**src/rtl/key_hit_encoder_if.sv**
```systemverilog
// key_hit_encoder_if
// Valid/ready hit channel from the button front end to the game core.
//   hit_valid : producer -> consumer, a key index is presented
//   hit_idx   : producer -> consumer, pressed key index 0..3, held while valid
//   hit_ready : consumer -> producer, transfer on an edge with valid & ready
// master = key_hit_encoder (producer), slave = game core (consumer).
interface key_hit_encoder_if;
  logic       hit_valid;
  logic [1:0] hit_idx;
  logic       hit_ready;

  modport master (
    output hit_valid,
    output hit_idx,
    input  hit_ready
  );

  modport slave (
    input  hit_valid,
    input  hit_idx,
    output hit_ready
  );
endinterface

```
**src/rtl/key_hit_encoder.sv**
```systemverilog
// key_hit_encoder
// Player-input front end for the whack-a-mole game. Synchronises and
// debounces four raw active-low push buttons, turns each press into a 2-bit
// key index and hands it to the game core over a valid/ready channel.
//
// Ports:
//   CLOCK_50  in   system clock, rising edge
//   RESET_N   in   synchronous active-low reset
//   KEY[3:0]  in   raw buttons, active-low, asynchronous
//   hit       mst  hit_valid / hit_idx / hit_ready channel (key_hit_encoder_if)
//   key_down  out  debounced level per key, 1 = held
//   hit_drop  out  one-cycle pulse when a press is discarded (key already pending)
//
// Build option: define KEY_DEBOUNCE_EN to include the per-key debounce
// counters. Without it the debounced level follows the synchroniser directly
// (fast-simulation build, behaves like DEBOUNCE_CYCLES = 1).
//
// Output stage states:
//   state   | meaning
//   IDLE    | nothing presented; loads lowest pending key when any is pending
//   PRESENT | hit_idx presented with hit_valid=1; refills back-to-back on transfer
module key_hit_encoder #(
  parameter int DEBOUNCE_CYCLES = 1_000_000,
  parameter int CNT_W           = 20
) (
  input  logic                CLOCK_50,
  input  logic                RESET_N,
  input  logic [3:0]          KEY,
  key_hit_encoder_if.master   hit,
  output logic [3:0]          key_down,
  output logic                hit_drop
);

  if (DEBOUNCE_CYCLES < 1 || DEBOUNCE_CYCLES > (2 ** CNT_W) - 1) begin : g_bad_cfg
    $error("key_hit_encoder: DEBOUNCE_CYCLES outside 1..2^CNT_W-1");
  end

  typedef enum logic {
    IDLE    = 1'b0,
    PRESENT = 1'b1
  } state_t;

  logic [3:0] sync1_q, sync2_q;
  logic [3:0] stable_q, stable_d;
  logic [3:0] pend_q, pend_d;
  state_t     state_q, state_d;
  logic [1:0] idx_q, idx_d;
  logic       hit_drop_q, hit_drop_d;

  // ---------------- debounce ----------------
`ifdef KEY_DEBOUNCE_EN
  localparam logic [CNT_W-1:0] CNT_TC = CNT_W'(DEBOUNCE_CYCLES - 1);

  logic [3:0][CNT_W-1:0] cnt_q, cnt_d;

  // Counter only runs while the synchronised level disagrees with the
  // debounced one; any agreement restarts the qualification window.
  always_comb begin
    cnt_d    = '0;
    stable_d = stable_q;
    for (int i = 0; i < 4; i++) begin
      if (sync2_q[i] != stable_q[i]) begin
        if (cnt_q[i] == CNT_TC) begin
          stable_d[i] = sync2_q[i];
        end else begin
          cnt_d[i] = cnt_q[i] + 1'b1;
        end
      end
    end
  end

  always_ff @(posedge CLOCK_50) begin
    if (!RESET_N) begin
      cnt_q <= '0;
    end else begin
      cnt_q <= cnt_d;
    end
  end
`else
  always_comb begin
    stable_d = sync2_q;
  end
`endif

  always_ff @(posedge CLOCK_50) begin
    if (!RESET_N) begin
      sync1_q  <= 4'hF;
      sync2_q  <= 4'hF;
      stable_q <= 4'hF;
    end else begin
      sync1_q  <= KEY;
      sync2_q  <= sync1_q;
      stable_q <= stable_d;
    end
  end

  // ---------------- pending + output stage ----------------
  logic [3:0] press, clr, presented, keep, drop;
  logic [1:0] low;
  logic       xfer;

  always_comb begin
    low = 2'd0;
    for (int i = 3; i >= 0; i--) begin
      if (pend_q[i]) low = 2'(i);
    end
  end

  always_comb begin
    state_d    = state_q;
    idx_d      = idx_q;
    clr        = '0;
    presented  = '0;
    xfer       = (state_q == PRESENT) && hit.hit_ready;

    case (state_q)
      IDLE: begin
        if (pend_q != '0) begin
          idx_d    = low;
          clr[low] = 1'b1;
          state_d  = PRESENT;
        end
      end
      PRESENT: begin
        if (xfer) begin
          if (pend_q != '0) begin
            idx_d    = low;
            clr[low] = 1'b1;
          end else begin
            state_d = IDLE;
          end
        end
      end
      default: state_d = IDLE;
    endcase

    // Press is taken from the debounce update itself so the event lands in
    // pend on the same edge stable flips.
    press = stable_q & ~stable_d;

    if ((state_q == PRESENT) && !xfer) presented[idx_q] = 1'b1;

    // A clear on this edge frees the slot, so a coincident press re-arms it.
    keep       = pend_q & ~clr;
    drop       = press & (keep | presented);
    pend_d     = keep | (press & ~drop);
    hit_drop_d = |drop;
  end

  always_ff @(posedge CLOCK_50) begin
    if (!RESET_N) begin
      state_q    <= IDLE;
      idx_q      <= 2'd0;
      pend_q     <= '0;
      hit_drop_q <= 1'b0;
    end else begin
      state_q    <= state_d;
      idx_q      <= idx_d;
      pend_q     <= pend_d;
      hit_drop_q <= hit_drop_d;
    end
  end

  assign hit.hit_valid = (state_q == PRESENT);
  assign hit.hit_idx   = idx_q;
  assign key_down      = ~stable_q;
  assign hit_drop      = hit_drop_q;

endmodule

```
**src/flat_wrapper.sv**
```systemverilog
// flat-port wrapper written by rule: the top's interface ports become plain ports
module key_hit_encoder_flat 
#(
  parameter int DEBOUNCE_CYCLES = 1_000_000,
  parameter int CNT_W           = 20
)
  (CLOCK_50, RESET_N, KEY, key_down, hit_drop, hit_hit_valid, hit_hit_idx, hit_hit_ready);
  key_hit_encoder_if hit_i ();
  input  logic CLOCK_50;
  input  logic RESET_N;
  input  logic [3:0] KEY;
  output logic [3:0] key_down;
  output logic hit_drop;
  output wire logic [$bits(hit_i.hit_valid)-1:0] hit_hit_valid;
  output wire logic [$bits(hit_i.hit_idx)-1:0] hit_hit_idx;
  input wire logic [$bits(hit_i.hit_ready)-1:0] hit_hit_ready;
  assign hit_hit_valid = hit_i.hit_valid;
  assign hit_hit_idx = hit_i.hit_idx;
  assign hit_i.hit_ready = hit_hit_ready;
  key_hit_encoder #(.DEBOUNCE_CYCLES(DEBOUNCE_CYCLES), .CNT_W(CNT_W)) u_core (.CLOCK_50(CLOCK_50), .RESET_N(RESET_N), .KEY(KEY), .hit(hit_i), .key_down(key_down), .hit_drop(hit_drop));
endmodule
```
**config.mk**
```make
export PLATFORM = sky130hd
export DESIGN_NAME = key_hit_encoder_flat
export DESIGN_NICKNAME = d
export VERILOG_FILES = /design/src/rtl/key_hit_encoder_if.sv /design/src/rtl/key_hit_encoder.sv /design/src/flat_wrapper.sv
export SDC_FILE = /design/constraint.sdc
export NUM_CORES = 1
export LEC_CHECK = 0
export ABC_AREA = 0
export BUFFER_PORTS_ARGS = -buffer_cell sky130_fd_sc_hd__buf_2
export CELL_PAD_IN_SITES_DETAIL_PLACEMENT = 1
export CELL_PAD_IN_SITES_GLOBAL_PLACEMENT = 2
export CORE_MARGIN = 2
export CORE_UTILIZATION = 33
export CTS_BUF_LIST = sky130_fd_sc_hd__clkbuf_4
export CTS_CLUSTER_SIZE = 14
export DETAILED_ROUTE_END_ITERATION = 10
export PLACE_DENSITY_LB_ADDON = 0.08
export SLEW_MARGIN = 30
export SYNTH_ARGS = -nofsm -noshare
export SYNTH_HDL_FRONTEND = slang
export SYNTH_SLANG_ARGS = --single-unit
```
**constraint.sdc**
```tcl
create_clock -name CLOCK_50 -period 1.7 [get_ports CLOCK_50]
set_clock_uncertainty 0.1 [all_clocks]
set_input_delay 0.17 -clock CLOCK_50 [delete_from_list [all_inputs] [get_ports CLOCK_50]]
set_output_delay 0.17 -clock CLOCK_50 [all_outputs]
set_load 0.02 [all_outputs]
```
==> impl_metrics.prom, run 1 <==
# TYPE chip_impl_metric gauge
chip_impl_info{name="result_of_the_run",value="finished clean"} 1
chip_impl_info{name="worst_hold_path_type",value="in -> reg"} 1
chip_impl_metric{name="route.detailed.vias_per_inst",unit=""} 4.85
chip_impl_metric{name="place.port_buffers",unit=""} 14
chip_impl_metric{name="antenna_left",unit=""} 0
chip_impl_metric{name="dpl.hpwl",unit="microns"} 1160
chip_impl_metric{name="clock_network_latency_to_the_later_pin_of_the_worst_skew_pair",unit="ns"} 0.30
chip_impl_metric{name="n_antenna_cell",unit=""} 0
chip_impl_metric{name="syn_to_final_growth",unit="%"} 20.9
chip_impl_metric{name="first_global_vias",unit=""} 622
chip_impl_metric{name="start_util",unit="%"} 35.1
chip_impl_metric{name="clock_sink_count",unit=""} 20
chip_impl_info{name="critical-path-slowest-cell",value="sky130_fd_sc_hd__dfxtp_1"} 1
chip_impl_metric{name="final_net_count",unit=""} 113
chip_impl_metric{name="detailedRoute.firstPassIterationCount",unit=""} 4
chip_impl_metric{name="pwr_density_cell",unit="nW/um^2"} 873
chip_impl_metric{name="stdcell_count",unit=""} 133
chip_impl_info{name="timing.critical_path.cells",value="or3_1 > a21oi_1 > nor4_1 > a221o_1"} 1
chip_impl_metric{name="grt_overflow_total",unit=""} 0
chip_impl_metric{name="synthDistinctLibCells",unit=""} 27
chip_impl_metric{name="placementRows",unit=""} 17
chip_impl_metric{name="grt_pass1_wl",unit="microns"} 2750
chip_impl_metric{name="layout.core_utilization",unit="%"} 42.5
chip_impl_metric{name="route.vias.total",unit=""} 645
chip_impl_metric{name="seq_area",unit="sq um"} 400
chip_impl_metric{name="timing_worst_slew_pin_value",unit="ns"} 0.297
chip_impl_info{name="timing.critical_path.from_type",value="flip-flop"} 1
chip_impl_info{name="mostFrequentLayoutCells",value="20 x sky130_fd_sc_hd__dfxtp_1, 14 x sky130_fd_sc_hd__buf_2, 11 x sky130_fd_sc_hd__nand2b_1, 8 x sky130_fd_sc_hd__inv_1, 7 x sky130_fd_sc_hd__a21oi_1"} 1
chip_impl_metric{name="worstPathMaxFanout",unit=""} 9
chip_impl_metric{name="leakage",unit="nW"} 0.437
chip_impl_metric{name="power_frac_clock",unit="%"} 27.7
chip_impl_metric{name="switching_share",unit="%"} 25.2
chip_impl_metric{name="timing.max_slew.rel_slack",unit="%"} 80.0
chip_impl_metric{name="place.detailed.instances",unit=""} 125
chip_impl_metric{name="cts_buffers",unit=""} 3
chip_impl_metric{name="io_pins",unit=""} 15
chip_impl_metric{name="routabilityCongestion",unit=""} 0.776
chip_impl_metric{name="postSynthRegisterBits",unit=""} 20
chip_impl_metric{name="sw_power",unit="W"} 0.000209
chip_impl_metric{name="finalWorstPathRequiredPeriod",unit="ns"} 1.48
chip_impl_metric{name="die-area",unit="sq um"} 2780
chip_impl_metric{name="fraction_of_the_yosys_area_taken_by_sequential_cells",unit="%"} 51.0
chip_impl_metric{name="synth_fp_nets",unit=""} 91
chip_impl_metric{name="global_route_usage_over_all_layers",unit="%"} 13.7
chip_impl_metric{name="grt_start_max_net_pins",unit=""} 14
chip_impl_metric{name="num-fill-cells",unit=""} 284
chip_impl_metric{name="cp_data_required_time",unit="ns"} 1.80
chip_impl_metric{name="postPlaceCellArea",unit="sq um"} 882
chip_impl_metric{name="power.share.combinational",unit="%"} 11.2
chip_impl_info{name="timing.setup.critical_path_class",value="reg -> reg"} 1
chip_impl_info{name="clk_root_buffer_cell",value="sky130_fd_sc_hd__clkbuf_4"} 1
chip_impl_metric{name="totalNegativeSetupSlack",unit="ns"} 0
chip_impl_metric{name="ys_warn_count",unit=""} 0
chip_impl_metric{name="final.period_utilization",unit="%"} 86.9
chip_impl_metric{name="clk_pin_slew",unit="ns"} 0.11
chip_impl_metric{name="rrSetupSlack",unit="ns"} 0.22
chip_impl_metric{name="power.internal",unit="W"} 0.000619
chip_impl_metric{name="routed_wire_length_per_instance",unit="microns"} 12.1
chip_impl_info{name="layout_commonest_cell",value="sky130_fd_sc_hd__dfxtp_1"} 1
chip_impl_metric{name="ctsHtreeMaxLevel",unit=""} 1
chip_impl_metric{name="timing.final.max_slew_violations",unit=""} 0
chip_impl_metric{name="floorplan.die.height",unit="microns"} 52.8
chip_impl_metric{name="cp.arrival",unit="ns"} 1.57
chip_impl_metric{name="final_layout_size_suffix_gt1_share",unit="%"} 21.0
chip_impl_metric{name="core_area",unit="sq um"} 2230
chip_impl_metric{name="initial_antenna_violation_count",unit=""} 0
chip_impl_info{name="critical_path.endpoint_type",value="flip-flop"} 1
chip_impl_metric{name="design_area",unit="sq um"} 948
chip_impl_metric{name="mappedNetlistArea",unit="sq um"} 785
chip_impl_metric{name="multi_input_comb_area",unit="sq um"} 324
chip_impl_metric{name="drt_iter0_markers",unit=""} 12
chip_impl_metric{name="cts-root-to-sink-buffers",unit=""} 2
chip_impl_info{name="grt_setup_unrepaired",value="no"} 1
chip_impl_metric{name="maximum_clock_frequency",unit="GHz"} 0.677
chip_impl_metric{name="cap_viol_max_count",unit=""} 0
chip_impl_metric{name="ctsResizeCount",unit=""} 0
chip_impl_metric{name="critical_path.max_stage_delay",unit="ns"} 0.41
chip_impl_metric{name="routed_wl",unit="microns"} 1610
chip_impl_metric{name="power.ir.vdd_worst",unit="uV"} 547
chip_impl_metric{name="timing.final.hold_violations",unit=""} 0
chip_impl_metric{name="drc",unit=""} 0
chip_impl_metric{name="die_width",unit="microns"} 52.8
chip_impl_info{name="cts_tree",value="done"} 1
chip_impl_metric{name="postSynthCellCount",unit=""} 84
chip_impl_metric{name="postSynthAreaPerCell",unit="sq um"} 9.34
chip_impl_metric{name="sequential_group_share_of_total_power",unit="%"} 61.1
chip_impl_metric{name="setup_viol_count_final",unit=""} 0
[sequential cells by signal, summed over array words and instances, names as in the netlist]
register and cells:
u_core.hit.hit_valid 1, u_core.stable_q 4, u_core.stable_d 4, u_core.pend_q 4, u_core.hit_drop 1, u_core.hit.hit_idx 2
u_core.sync1_q 4
[Yosys cell counts]
master                      n  area, sq um
sky130_fd_sc_hd__a21boi_0   2         15.0
sky130_fd_sc_hd__a21oi_1    7         35.0
sky130_fd_sc_hd__a221o_1    1         10.0
sky130_fd_sc_hd__a311o_1    1         10.0
sky130_fd_sc_hd__a31oi_1    1         6.26
sky130_fd_sc_hd__a32oi_1    1         8.76
sky130_fd_sc_hd__and2_2     1         7.51
sky130_fd_sc_hd__buf_6      2         22.5
sky130_fd_sc_hd__clkbuf_1   2         7.51
sky130_fd_sc_hd__dfxtp_1   20          400
sky130_fd_sc_hd__inv_1      8         30.0
sky130_fd_sc_hd__nand2_1    2         7.51
sky130_fd_sc_hd__nand2b_1  11         68.8
sky130_fd_sc_hd__nand3_1    1         5.00
sky130_fd_sc_hd__nand4b_1   1         8.76
sky130_fd_sc_hd__nor2_1     5         18.8
sky130_fd_sc_hd__nor2b_1    3         18.8
sky130_fd_sc_hd__nor3_1     1         5.00
sky130_fd_sc_hd__nor4_1     1         6.26
sky130_fd_sc_hd__o211a_1    2         20.0
sky130_fd_sc_hd__o21ai_0    4         20.0
sky130_fd_sc_hd__o22ai_1    1         6.26
sky130_fd_sc_hd__o31ai_1    1         7.51
sky130_fd_sc_hd__o41ai_1    1         8.76
sky130_fd_sc_hd__or2b_1     2         15.0
sky130_fd_sc_hd__or2b_2     1         8.76
sky130_fd_sc_hd__or3_1      1         6.26
[worst paths after layout]
| check | start | end | cells after the start |
|---|---|---|---|
| worst min register to register | u_core.sync1_q[2]$_SDFF_PN1_ | u_core.stable_d[2]$_SDFF_PN1_ | 1 |
| worst max register to register | u_core.pend_q[1]$_SDFF_PN0_ | u_core.hit_drop$_SDFF_PN0_ | 4 |
| worst max-delay path | u_core.pend_q[1]$_SDFF_PN0_ | u_core.hit_drop$_SDFF_PN0_ | 4 |
| worst min-delay path | RESET_N | u_core.hit.hit_idx[0]$_SDFFE_PN0P_ | 2 |
[cell families after synthesis]
family                 synth area share, %
AND/OR/NAND/NOR                       22.5
AO/OA/AOI/OAI                         18.8
flip-flops                            51.0
buffers and inverters                 7.66
[through the flow]
step	hold WS [ns]	power, W	setup WS (ns)
after global routing	0.0660	0.000876	0.174
after detailed placement	0.254	0.000603	0.275
after floorplan	0.171	0.000573	0.253
after CTS	0.0707	0.000834	0.231
final	0.0687	0.000828	0.223
after global placement	0.250	0.000604	0.303
[critical path: cells and delay by family (launching register included)]
family / cells / cell delay, ns
AO/OA/AOI/OAI: 2 / 0.43
flip-flops: 1 / 0.41
AND/OR/NAND/NOR: 2 / 0.44
[routing by layer]
layer | GRT usage [%] | up-vias | wire (microns)
met1 | 17.8 | 305 | 792
met2 | 21.3 | 9 | 744
met4 | 7.69 | 0 | 39
met5 | 0 | - | 0
met3 | 2.57 | 4 | 38
li1 | - | 327 | -
[final cells by class]
class                   instances  area share [%]
clock buffers                   3            2.37
clock inverters                 1           0.396
inverters                       8            3.17
multi-input cells              52            34.2
flip-flops and latches         20            42.2
well taps                      28            3.69
repair buffers                 21            14.0
[power by group through the flow]
stage / Clock (W) / Combinational [W] / Sequential, W
after floorplan: 0 / 0.0000562 / 0.000517
after global placement: 0 / 0.0000870 / 0.000517
after detailed placement: 0 / 0.0000866 / 0.000517
after CTS: 0.000234 / 0.0000939 / 0.000506
after global routing: 0.000262 / 0.000104 / 0.000510
final: 0.000229 / 0.0000925 / 0.000506
[repair_timing]
action | 4_1_cts | 5_1_grt
endpoints found under the hold margin | 4 | 0
buffers inserted | 0 | 0
hold buffers | 4 | 0
Note: power is estimated with default switching activity, not from simulation.
==> inputs of run 2 (changes only) <==
--- a/config.mk
+++ b/config.mk
@@ -14,6 +14,7 @@
 export CTS_BUF_LIST = sky130_fd_sc_hd__clkbuf_4
 export CTS_CLUSTER_SIZE = 14
 export DETAILED_ROUTE_END_ITERATION = 10
+export MAX_ROUTING_LAYER = met4
 export PLACE_DENSITY_LB_ADDON = 0.08
 export SLEW_MARGIN = 30
 export SYNTH_ARGS = -nofsm -noshare
==> run 2 against run 1 <==
- worst hold slack barely moved
- wire length fell by 0.50%
- critical path type unchanged
- maximum frequency rose by 0.19%
- count of clock-buffer cells in the layout did not move
- global-route usage rose by 0.35 points
- sequential share of layout area did not move
- critical endpoint unchanged
- via count fell by 0.47%
==> impl_metrics.prom, run 2 (synthesis gave the netlist of run 1 again) <==
# TYPE chip_impl_metric gauge
chip_impl_metric{name="p_total",unit="W"} 0.000827
chip_impl_metric{name="ctsResizeCount",unit=""} 0
chip_impl_metric{name="layout.core_utilization",unit="%"} 42.5
chip_impl_info{name="worst_hold_path_type",value="in -> reg"} 1
chip_impl_metric{name="global_route_usage_over_all_layers",unit="%"} 14.1
chip_impl_metric{name="die_width",unit="microns"} 52.8
chip_impl_metric{name="gr-usage-met1",unit="%"} 17.8
chip_impl_metric{name="cp.arrival",unit="ns"} 1.57
chip_impl_metric{name="detailedRoute.firstPassIterationCount",unit=""} 4
chip_impl_metric{name="start_util",unit="%"} 35.1
chip_impl_metric{name="first_global_vias",unit=""} 623
chip_impl_metric{name="syn_to_final_growth",unit="%"} 20.9
chip_impl_metric{name="final.period_utilization",unit="%"} 86.7
chip_impl_metric{name="grt_pass1_wl",unit="microns"} 2740
chip_impl_info{name="timing.setup.critical_path_class",value="reg -> reg"} 1
chip_impl_metric{name="routed_wl",unit="microns"} 1610
chip_impl_info{name="critical-path-slowest-cell",value="sky130_fd_sc_hd__dfxtp_1"} 1
chip_impl_metric{name="grtUsageMet3",unit="%"} 2.57
chip_impl_info{name="critical_path.endpoint_type",value="flip-flop"} 1
chip_impl_metric{name="die-area",unit="sq um"} 2780
chip_impl_metric{name="grt_use_met2",unit="%"} 21.3
chip_impl_metric{name="cts.repair_timing.setup_buffer_count",unit=""} 0
chip_impl_metric{name="floorplan.die.height",unit="microns"} 52.8
chip_impl_info{name="timing.critical_path.cells",value="or3_1 > a21oi_1 > nor4_1 > a221o_1"} 1
chip_impl_metric{name="timing.final.max_slew_violations",unit=""} 0
chip_impl_metric{name="leakage",unit="nW"} 0.437
chip_impl_info{name="clk_root_buffer_cell",value="sky130_fd_sc_hd__clkbuf_4"} 1
chip_impl_metric{name="path_buf_inv",unit=""} 0
chip_impl_info{name="grt_setup_unrepaired",value="no"} 1
chip_impl_metric{name="placementRows",unit=""} 17
chip_impl_metric{name="worst_hold_slack",unit="ns"} 0.0686
chip_impl_metric{name="maximum_clock_frequency",unit="GHz"} 0.678
chip_impl_metric{name="cts_hold_repair.buffers",unit=""} 4
chip_impl_metric{name="dpl.hpwl",unit="microns"} 1160
chip_impl_metric{name="n_antenna_cell",unit=""} 0
chip_impl_metric{name="num-fill-cells",unit=""} 284
chip_impl_metric{name="pwr_density_cell",unit="nW/um^2"} 872
chip_impl_metric{name="initial_antenna_violation_count",unit=""} 0
chip_impl_metric{name="ctsHtreeMaxLevel",unit=""} 1
chip_impl_metric{name="cp_data_required_time",unit="ns"} 1.80
chip_impl_metric{name="io_pins",unit=""} 15
chip_impl_metric{name="routabilityCongestion",unit=""} 0.787
chip_impl_metric{name="cts_buffers",unit=""} 3
chip_impl_metric{name="final_net_count",unit=""} 113
chip_impl_metric{name="final_layout_size_suffix_gt1_share",unit="%"} 21.0
chip_impl_metric{name="totalNegativeSetupSlack",unit="ns"} 0
chip_impl_metric{name="stdcell_count",unit=""} 133
chip_impl_info{name="cts_tree",value="done"} 1
chip_impl_metric{name="place.port_buffers",unit=""} 14
chip_impl_metric{name="timing.final.hold_violations",unit=""} 0
chip_impl_info{name="top_usage_layer",value="met2"} 1
chip_impl_info{name="result_of_the_run",value="finished clean"} 1
chip_impl_metric{name="power.ir.vdd_worst",unit="uV"} 547
chip_impl_metric{name="antenna_left",unit=""} 0
chip_impl_info{name="critical-path-top-delay-family",value="simple AND/OR/NAND/NOR gates"} 1
chip_impl_info{name="mostFrequentLayoutCells",value="20 x sky130_fd_sc_hd__dfxtp_1, 14 x sky130_fd_sc_hd__buf_2, 11 x sky130_fd_sc_hd__nand2b_1, 8 x sky130_fd_sc_hd__inv_1, 7 x sky130_fd_sc_hd__a21oi_1"} 1
chip_impl_metric{name="timing.max_slew.rel_slack",unit="%"} 80.0
chip_impl_metric{name="critical_path.max_stage_delay",unit="ns"} 0.41
chip_impl_metric{name="timing_worst_slew_pin_value",unit="ns"} 0.297
chip_impl_metric{name="clock_sink_count",unit=""} 20
chip_impl_metric{name="cap_viol_max_count",unit=""} 0
chip_impl_metric{name="setup_viol_count_final",unit=""} 0
chip_impl_metric{name="critical_path_depth",unit=""} 4
chip_impl_metric{name="route.vias.total",unit=""} 642
chip_impl_metric{name="hold-path-cell-count",unit=""} 2
chip_impl_info{name="layout_commonest_cell",value="sky130_fd_sc_hd__dfxtp_1"} 1
chip_impl_metric{name="cts-root-to-sink-buffers",unit=""} 2
chip_impl_metric{name="clock_network_latency_to_the_later_pin_of_the_worst_skew_pair",unit="ns"} 0.30
chip_impl_metric{name="clk_pin_slew",unit="ns"} 0.11
chip_impl_metric{name="route.detailed.vias_per_inst",unit=""} 4.83
chip_impl_metric{name="worstPathMaxFanout",unit=""} 9
chip_impl_info{name="timing.critical_path.from_type",value="flip-flop"} 1
chip_impl_metric{name="routed_wire_length_per_instance",unit="microns"} 12.1
chip_impl_metric{name="reg2regPathDepth",unit=""} 4
chip_impl_metric{name="grt_start_max_net_pins",unit=""} 14
chip_impl_metric{name="place.detailed.instances",unit=""} 125
chip_impl_metric{name="core_area",unit="sq um"} 2230
chip_impl_metric{name="finalWorstPathRequiredPeriod",unit="ns"} 1.47
chip_impl_metric{name="drc",unit=""} 0
chip_impl_metric{name="grt_overflow_total",unit=""} 0
chip_impl_metric{name="drt_iter0_markers",unit=""} 11
## run 2: stage by stage
| stage | cell area [sq um] | setup slack [ns] |
|---|---|---|
| global placement | 882 | 0.303 |
| global route | 948 | 0.174 |
| CTS | 948 | 0.231 |
| finish | 948 | 0.225 |
| detailed placement | 882 | 0.275 |
| floorplan | 785 | 0.253 |
## run 2: cell type report
class                   count  area (sq um)  area share [%]
clock buffers               3          22.5            2.37
clock inverters             1          3.75           0.396
inverters                   8          30.0            3.17
multi-input cells          52           324            34.2
flip-flops and latches     20           400            42.2
well taps                  28          35.0            3.69
repair buffers             21           133            14.0
## run 2: path summary, 6_finish.rpt
kind	slack (ns)	to	startpoint
max reg2reg	0.23	u_core.hit_drop$_SDFF_PN0_	u_core.pend_q[1]$_SDFF_PN0_
min reg2reg	0.32	u_core.stable_d[3]$_SDFF_PN1_	u_core.sync1_q[3]$_SDFF_PN1_
max	0.23	u_core.hit_drop$_SDFF_PN0_	u_core.pend_q[1]$_SDFF_PN0_
min	0.07	u_core.hit.hit_idx[0]$_SDFFE_PN0P_	RESET_N
## run 2: power by group
group | switching, W | leakage, nW | internal [W] | total (W)
sequential | 0.0000173 | 0.164 | 0.000488 | 0.000506
clock | 0.000143 | 0.0154 | 0.0000856 | 0.000229
combinational | 0.0000474 | 0.258 | 0.0000450 | 0.0000925
## run 2: worst reg2reg max path: stages, from the launching register on
cell	delay, ns
sky130_fd_sc_hd__dfxtp_1	0.41
sky130_fd_sc_hd__or3_1	0.37
sky130_fd_sc_hd__a21oi_1	0.17
sky130_fd_sc_hd__nor4_1	0.07
sky130_fd_sc_hd__a221o_1	0.26
## run 2: layer usage
layer  wire length, microns  up-vias
met2                    739        9
met3                     38        4
met1                    788      302
met4                     39        0
met5                      0        -
li1                       -      327
